<file path="src/rtl/issue_operand_stage.sv">
// Register-read stage between the in-order reservation station and the
// execution unit. Each issued micro-op reads both source operands from the
// physical register file (with same-cycle writeback bypass taking priority)
// and is parked in a 2-entry elastic queue. Because is_ready_o comes only
// from the registered occupancy, the RS never sees a combinational path
// from ex_ready_i.
//
// Handshake: on both sides a transfer happens on a clock edge where valid
// and ready are both high. A producer keeps valid and its payload stable
// until that edge. ready never depends on valid from the same interface.
module issue_operand_stage #(
  parameter int WB_WIDTH    = 4,
  parameter int PHY_REG_NUM = 64,
  parameter int DATA_WIDTH  = 32,
  parameter int OC_WIDTH    = 16,
  localparam int PW         = $clog2(PHY_REG_NUM)
) (
  input  logic                           clk,
  input  logic                           rst_n,
  input  logic                           flush_i,
  // issue side
  input  logic                           is_valid_i,
  output logic                           is_ready_o,
  input  logic [PW-1:0]                  is_psrc0_i,
  input  logic                           is_psrc0_valid_i,
  input  logic [PW-1:0]                  is_psrc1_i,
  input  logic                           is_psrc1_valid_i,
  input  logic [PW-1:0]                  is_pdest_i,
  input  logic                           is_pdest_valid_i,
  input  logic [OC_WIDTH-1:0]            is_oc_i,
  // register file read ports
  output logic [PW-1:0]                  rf_raddr0_o,
  output logic [PW-1:0]                  rf_raddr1_o,
  input  logic [DATA_WIDTH-1:0]          rf_rdata0_i,
  input  logic [DATA_WIDTH-1:0]          rf_rdata1_i,
  // writeback bypass
  input  logic [WB_WIDTH-1:0]            wb_i,
  input  logic [WB_WIDTH*PW-1:0]         wb_pdest_i,
  input  logic [WB_WIDTH*DATA_WIDTH-1:0] wb_data_i,
  // execution side
  output logic                           ex_valid_o,
  input  logic                           ex_ready_i,
  output logic [DATA_WIDTH-1:0]          ex_src0_o,
  output logic [DATA_WIDTH-1:0]          ex_src1_o,
  output logic [PW-1:0]                  ex_pdest_o,
  output logic                           ex_pdest_valid_o,
  output logic [OC_WIDTH-1:0]            ex_oc_o
);

  typedef struct packed {
    logic [DATA_WIDTH-1:0] src0;
    logic [DATA_WIDTH-1:0] src1;
    logic [PW-1:0]         pdest;
    logic                  pdest_valid;
    logic [OC_WIDTH-1:0]   oc;
  } entry_t;

  entry_t      entry_q [2];
  entry_t      entry_d;
  logic        wr_ptr_q, wr_ptr_d;
  logic        rd_ptr_q, rd_ptr_d;
  logic [1:0]  count_q, count_d;
  logic        push, pop;

  // Operand select: unused source reads zero; otherwise the lowest-index
  // matching writeback port wins over the register file.
  function automatic logic [DATA_WIDTH-1:0] sel_operand(
    input logic [PW-1:0]                  psrc,
    input logic                           used,
    input logic [DATA_WIDTH-1:0]          rf,
    input logic [WB_WIDTH-1:0]            wb_v,
    input logic [WB_WIDTH*PW-1:0]         wb_pd,
    input logic [WB_WIDTH*DATA_WIDTH-1:0] wb_dt
  );
    logic [DATA_WIDTH-1:0] r;
    r = rf;
    // Scan high to low so the lowest matching index is the last assignment.
    for (int j = WB_WIDTH - 1; j >= 0; j--) begin
      if (wb_v[j] && (wb_pd[j*PW +: PW] == psrc)) begin
        r = wb_dt[j*DATA_WIDTH +: DATA_WIDTH];
      end
    end
    if (!used) begin
      r = '0;
    end
    return r;
  endfunction

  assign rf_raddr0_o = is_psrc0_i;
  assign rf_raddr1_o = is_psrc1_i;

  assign is_ready_o = (count_q != 2'd2);
  assign ex_valid_o = (count_q != 2'd0);
  assign push       = is_valid_i && is_ready_o;
  assign pop        = ex_valid_o && ex_ready_i;

  assign ex_src0_o        = entry_q[rd_ptr_q].src0;
  assign ex_src1_o        = entry_q[rd_ptr_q].src1;
  assign ex_pdest_o       = entry_q[rd_ptr_q].pdest;
  assign ex_pdest_valid_o = entry_q[rd_ptr_q].pdest_valid;
  assign ex_oc_o          = entry_q[rd_ptr_q].oc;

  // Build the entry captured on push; operands are frozen at this point.
  always_comb begin
    entry_d             = '0;
    entry_d.src0        = sel_operand(is_psrc0_i, is_psrc0_valid_i, rf_rdata0_i,
                                      wb_i, wb_pdest_i, wb_data_i);
    entry_d.src1        = sel_operand(is_psrc1_i, is_psrc1_valid_i, rf_rdata1_i,
                                      wb_i, wb_pdest_i, wb_data_i);
    entry_d.pdest       = is_pdest_i;
    entry_d.pdest_valid = is_pdest_valid_i;
    entry_d.oc          = is_oc_i;
  end

  // Next-state for pointers and occupancy; flush discards any push/pop.
  always_comb begin
    wr_ptr_d = wr_ptr_q;
    rd_ptr_d = rd_ptr_q;
    count_d  = count_q;
    if (flush_i) begin
      wr_ptr_d = 1'b0;
      rd_ptr_d = 1'b0;
      count_d  = 2'd0;
    end else begin
      if (push) wr_ptr_d = wr_ptr_q + 1'b1;
      if (pop)  rd_ptr_d = rd_ptr_q + 1'b1;
      case ({push, pop})
        2'b10:   count_d = count_q + 2'd1;
        2'b01:   count_d = count_q - 2'd1;
        default: count_d = count_q;
      endcase
    end
  end

  // Pointer and occupancy registers.
  always_ff @(posedge clk or negedge rst_n) begin
    if (!rst_n) begin
      wr_ptr_q <= 1'b0;
      rd_ptr_q <= 1'b0;
      count_q  <= 2'd0;
    end else begin
      wr_ptr_q <= wr_ptr_d;
      rd_ptr_q <= rd_ptr_d;
      count_q  <= count_d;
    end
  end

  // Entry storage; payloads are cleared only by reset, never by flush.
  always_ff @(posedge clk or negedge rst_n) begin
    if (!rst_n) begin
      entry_q[0] <= '0;
      entry_q[1] <= '0;
    end else if (push && !flush_i) begin
      entry_q[wr_ptr_q] <= entry_d;
    end
  end

endmodule

</file>
<file path="config.mk">
export PLATFORM = sky130hd
export DESIGN_NAME = issue_operand_stage
export DESIGN_NICKNAME = d
export VERILOG_FILES = /design/src/rtl/issue_operand_stage.sv
export SDC_FILE = /design/constraint.sdc
export NUM_CORES = 1
export LEC_CHECK = 0
export CORE_UTILIZATION = 38
export DETAILED_ROUTE_END_ITERATION = 10
export PLACE_DENSITY_LB_ADDON = 0.12
export SYNTH_ARGS = -nofsm -noshare
export SYNTH_HDL_FRONTEND = slang
export SYNTH_SLANG_ARGS = --single-unit
</file>
<file path="constraint.sdc">
create_clock -name clk -period 2.4 [get_ports clk]
set_input_delay 0.36 -clock clk [delete_from_list [all_inputs] [get_ports clk]]
set_output_delay 0.36 -clock clk [all_outputs]
set_load 0.02 [all_outputs]
</file>
==> summary.md <==
| Metric | Value |
|---|---|
| Post-DP HPWL | 35000 um |
| Mean number of vias per cell | 5.71 |
| Total power | 10.3 mW |
| Hold Path Class | in -> async |
| I/O Buffers | 362 |
| Switching Fraction | 33.8% |
| Final wirelength | 46200 um |
| Max_cap viols | 0 |
| Drt drc | 0 |
| Final setup margin | 0.0494 ns |
| Slew Viols, Final | 0 |
| CTS tree | done |
| Most common cell on crit path | buf_4 |
| YS warnings | 0 |
| Share of the synthesized area in the top cell type | 37.5% |
| FMAX | 425 MHz |
| Top Ports | 363 |
| Comb pwr share | 34.0% |
| Final period util | 97.9% |
| Gr usage total | 28.8% |
| CP Max Fanout | 8 |
| Worst-path cell chain | clkdlybuf4s50_1, xor2_1, or4b_4, buf_4, o21ai_1, nand3_1, a221oi_2, buf_4, o31ai_1 |
| Pin count of the biggest net entering global routing | 81 |
| Total die area | 32000 um2 |
| Min Clock Period, post-route | 2.35 ns |
| Crit Reg-Reg Endpoint | entry_q[28]$_DFFE_PN0P_ |
| Root Buffer | clkbuf_16 |
| Post-synthesis xor/xnor area fraction | 3.69% |
| Leakage | 7.24 nW |
| Die width | 179 um |
| Final nets | 1923 |
| Largest family of logic cells by synthesized area | compound AO/OA/AOI/OAI gates |
| Initial antenna violation count | 6 |
| Drt first pass iters | 6 |
| Synthesized net count | 1553 |
| Clock power frac | 27.8% |
| Layout area overhead | 45.1% |
| Fraction of the mapped netlist area in compound gates | 25.1% |
| Layout fillers | 2789 |
| Slew @ Worst Pin | 0.657 ns |
| Cell-internal power | 6.82 mW |
| Vias | 11800 |
| Async SR Flop Fraction | 100% |
| Gate Count Post-Synth | 1291 |
| Reg clk slew, reported paths | 0.07 ns |
| Worst r2r path cells | 7 |
| H-tree depth | 4 |
| Vias in the first global route | 11600 |
| Crit path capture type | register |
| Post-DR wirelength/cell | 22.3 um |
| Cell Pwr Density | 598 nW/um2 |
| Leading area contributor after synthesis | dfrtp_1 |
| Sink Count | 178 |
| Reg-to-reg slack, setup | 0.49 ns |
| Worst slack at placement | -0.451 ns |
| WP data required | 2.70 ns |
| VDD IR-drop max | 0.000496 V |
| Critical path data arrival time | 2.65 ns |
| Mux share of post-synthesis cell area | 8.25% |
| First-pass GRT wire length | 69400 um |
| Routed Antenna Nets | 0 |
| CTS Buf Count | 17 |
| RePlAce Congestion | 0.904 |
| Core ar. | 30700 um2 |
| Clk_skew | 0.0119 ns |
| Yosys cell types | 40 |
| Clock latency on the worst-skew pair | 0.43 ns |
| Rel. slew slack | 56.2% |
| Ratio of cells with drive above 1 in the final layout | 22.9% |
| Die height | 179 um |
| Post-layout util | 56.2% |
| Post-synth EDFFs | 0 |
| Final Hold Fails | 0 |
| Run status | completed |
| WP buf/inv | 3 |
| Worst r2r src | count_q[0]$_DFFE_PN0P_ |
| Mean Syn Cell Area | 9.20 um2 |
| CTS max path bufs | 2 |
| Post-synthesis sequential area ratio | 37.5% |
| Psw | 3.49 mW |
| Simple-Gate Fraction of Synth Area | 19.5% |
| Reg area | 4460 um2 |
| Initial core utilization | 38.7% |
| CP Class | in -> reg |
| Cell Area, Synth | 11900 um2 |
| Cell Rows | 64 |
| #FFs+latches synth | 178 |
| Slowest stage delay, CP | 0.61 ns |
| CP max stage cell | or4b_4 |
| Synth Flop Type | dfrtp_1 |
| Worst hold slack | 0.433 ns |
| Post-synthesis adder-cell area fraction | 0% |
| Area of the multi-input gates | 6760 um2 |
| Drt first-iter violations | 1014 |
| Final setup fails | 0 |
| Remaining global-route overflow | 0 |
| Seq pwr share | 38.2% |
| Area contributors post-synth | dfrtp_1 (37%), nand2_1 (8.6%), mux2_2 (8.2%), o31ai_1 (7.8%), a311oi_2 (6.8%) |
| Crit path max-delay family | buffers and inverters |
| Worst setup SP type | input pin |
[flip-flops by register name (all words and copies together), names as in the netlist]
register,count
entry_q,174
wr_ptr_q,1
count_q,2
rd_ptr_q,1
[how the worst max path moves through the flow]
| stage | to | cells past startpoint | startpoint | slack [ns] |
|---|---|---|---|---|
| detailed placement | entry_q[145]$_DFFE_PN0P_ | 9 | wb_pdest_i[19] | -0.45 |
| floorplan | entry_q[163]$_DFFE_PN0P_ | 8 | is_psrc0_i[1] | 0.39 |
| global placement | entry_q[163]$_DFFE_PN0P_ | 9 | wb_pdest_i[19] | -0.43 |
| finish | entry_q[110]$_DFFE_PN0P_ | 9 | is_psrc1_i[0] | 0.05 |
| global route | entry_q[34]$_DFFE_PN0P_ | 10 | is_psrc1_i[0] | -0.007 |
| CTS | entry_q[145]$_DFFE_PN0P_ | 9 | wb_pdest_i[19] | 0.009 |
[stage by stage]
stage,setup TNS (ns),cell area (um2),cells
2_1_floorplan,0,11900,1291
3_3_place_gp,-39.59,16700,2032
3_5_place_dp,-43.50,16700,2032
4_1_cts,0,17200,2069
5_1_grt,-0.00935,17200,2072
6_report,0,17200,2072
[what timing repair did]
| item | CTS | global route |
|---|---|---|
| resized for setup | 84 | 7 |
| buffers inserted | 4 | 1 |
| endpoints found under the setup margin | 83 | 41 |
| gates cloned | 0 | 0 |
| pin swaps | 1 | 10 |
| hold buffers | 1 | 0 |
| hold endpoints to repair | 41 | 0 |
[power by group through the flow]
| stage | Clock, mW | Sequential, mW | Combinational (mW) |
|---|---|---|---|
| floorplan | 0 | 3.89 | 1.94 |
| global placement | 0 | 3.96 | 3.68 |
| detailed placement | 0 | 4.00 | 3.70 |
| CTS | 2.92 | 3.94 | 3.52 |
| global route | 3.03 | 4.01 | 3.78 |
| finish | 2.87 | 3.94 | 3.51 |
[logic make-up after synthesis]
family	count (synthesis)
simple gates	514
compound gates	319
flops	178
buf+inv	143
mux	87
xor+xnor	50
[layer usage]
layer  wire length, um  global-route usage (%)  share of wire, %  vias up
met5                42                       0             0.091        -
met4               884                    7.31               1.9        6
met3              3900                    5.79               8.5       67
met2             21500                    45.9                47      568
met1             19900                    39.6                43     5686
li1                  -                       -                 -     5512
[cells in the mapped netlist (3+ instances only)]
cell type	n
a211oi_1	3
a211oi_2	55
a221oi_2	5
a311oi_1	5
a311oi_2	54
a32o_1	4
buf_1	4
buf_2	38
buf_4	12
buf_6	12
clkbuf_1	74
dfrtp_1	178
mux2_2	87
nand2_1	271
nand3_1	10
nand4_1	70
nor2_1	76
nor3_1	65
nor3_2	3
o21ai_1	59
o21ai_2	3
o31ai_1	124
or3_1	4
xnor2_1	35
xor2_1	15
[final cells by class]
cell class / count / share of cell area [%]
clock buffer: 19 / 2.63
antenna: 2 / 0.0290
inverter: 1 / 0.0218
sequential: 178 / 25.9
tap: 396 / 2.87
timing repair buffer: 493 / 28.5
clock inverter: 13 / 0.907
multi-input combinational: 970 / 39.2
[cell usage in the layout (no fill, tap or decap), types with 3 or more instances in the layout]
cell type,n
a211oi_1,3
a211oi_2,55
a221oi_2,5
a311oi_1,5
a311oi_2,53
a32o_1,4
buf_12,32
buf_4,97
clkbuf_16,17
clkdlybuf4s50_1,270
dfrtp_1,177
dlygate4sd2_1,84
dlymetal6s2s_1,6
inv_6,4
inv_8,6
mux2_2,87
nand2_1,270
nand3_1,10
nand4_1,70
nor2_1,75
nor3_1,64
nor3_4,3
o21ai_1,59
o21ai_2,3
o31ai_1,124
or2_2,4
or3_1,3
xnor2_1,35
xor2_1,15
Power figures use the tool's default switching activity.
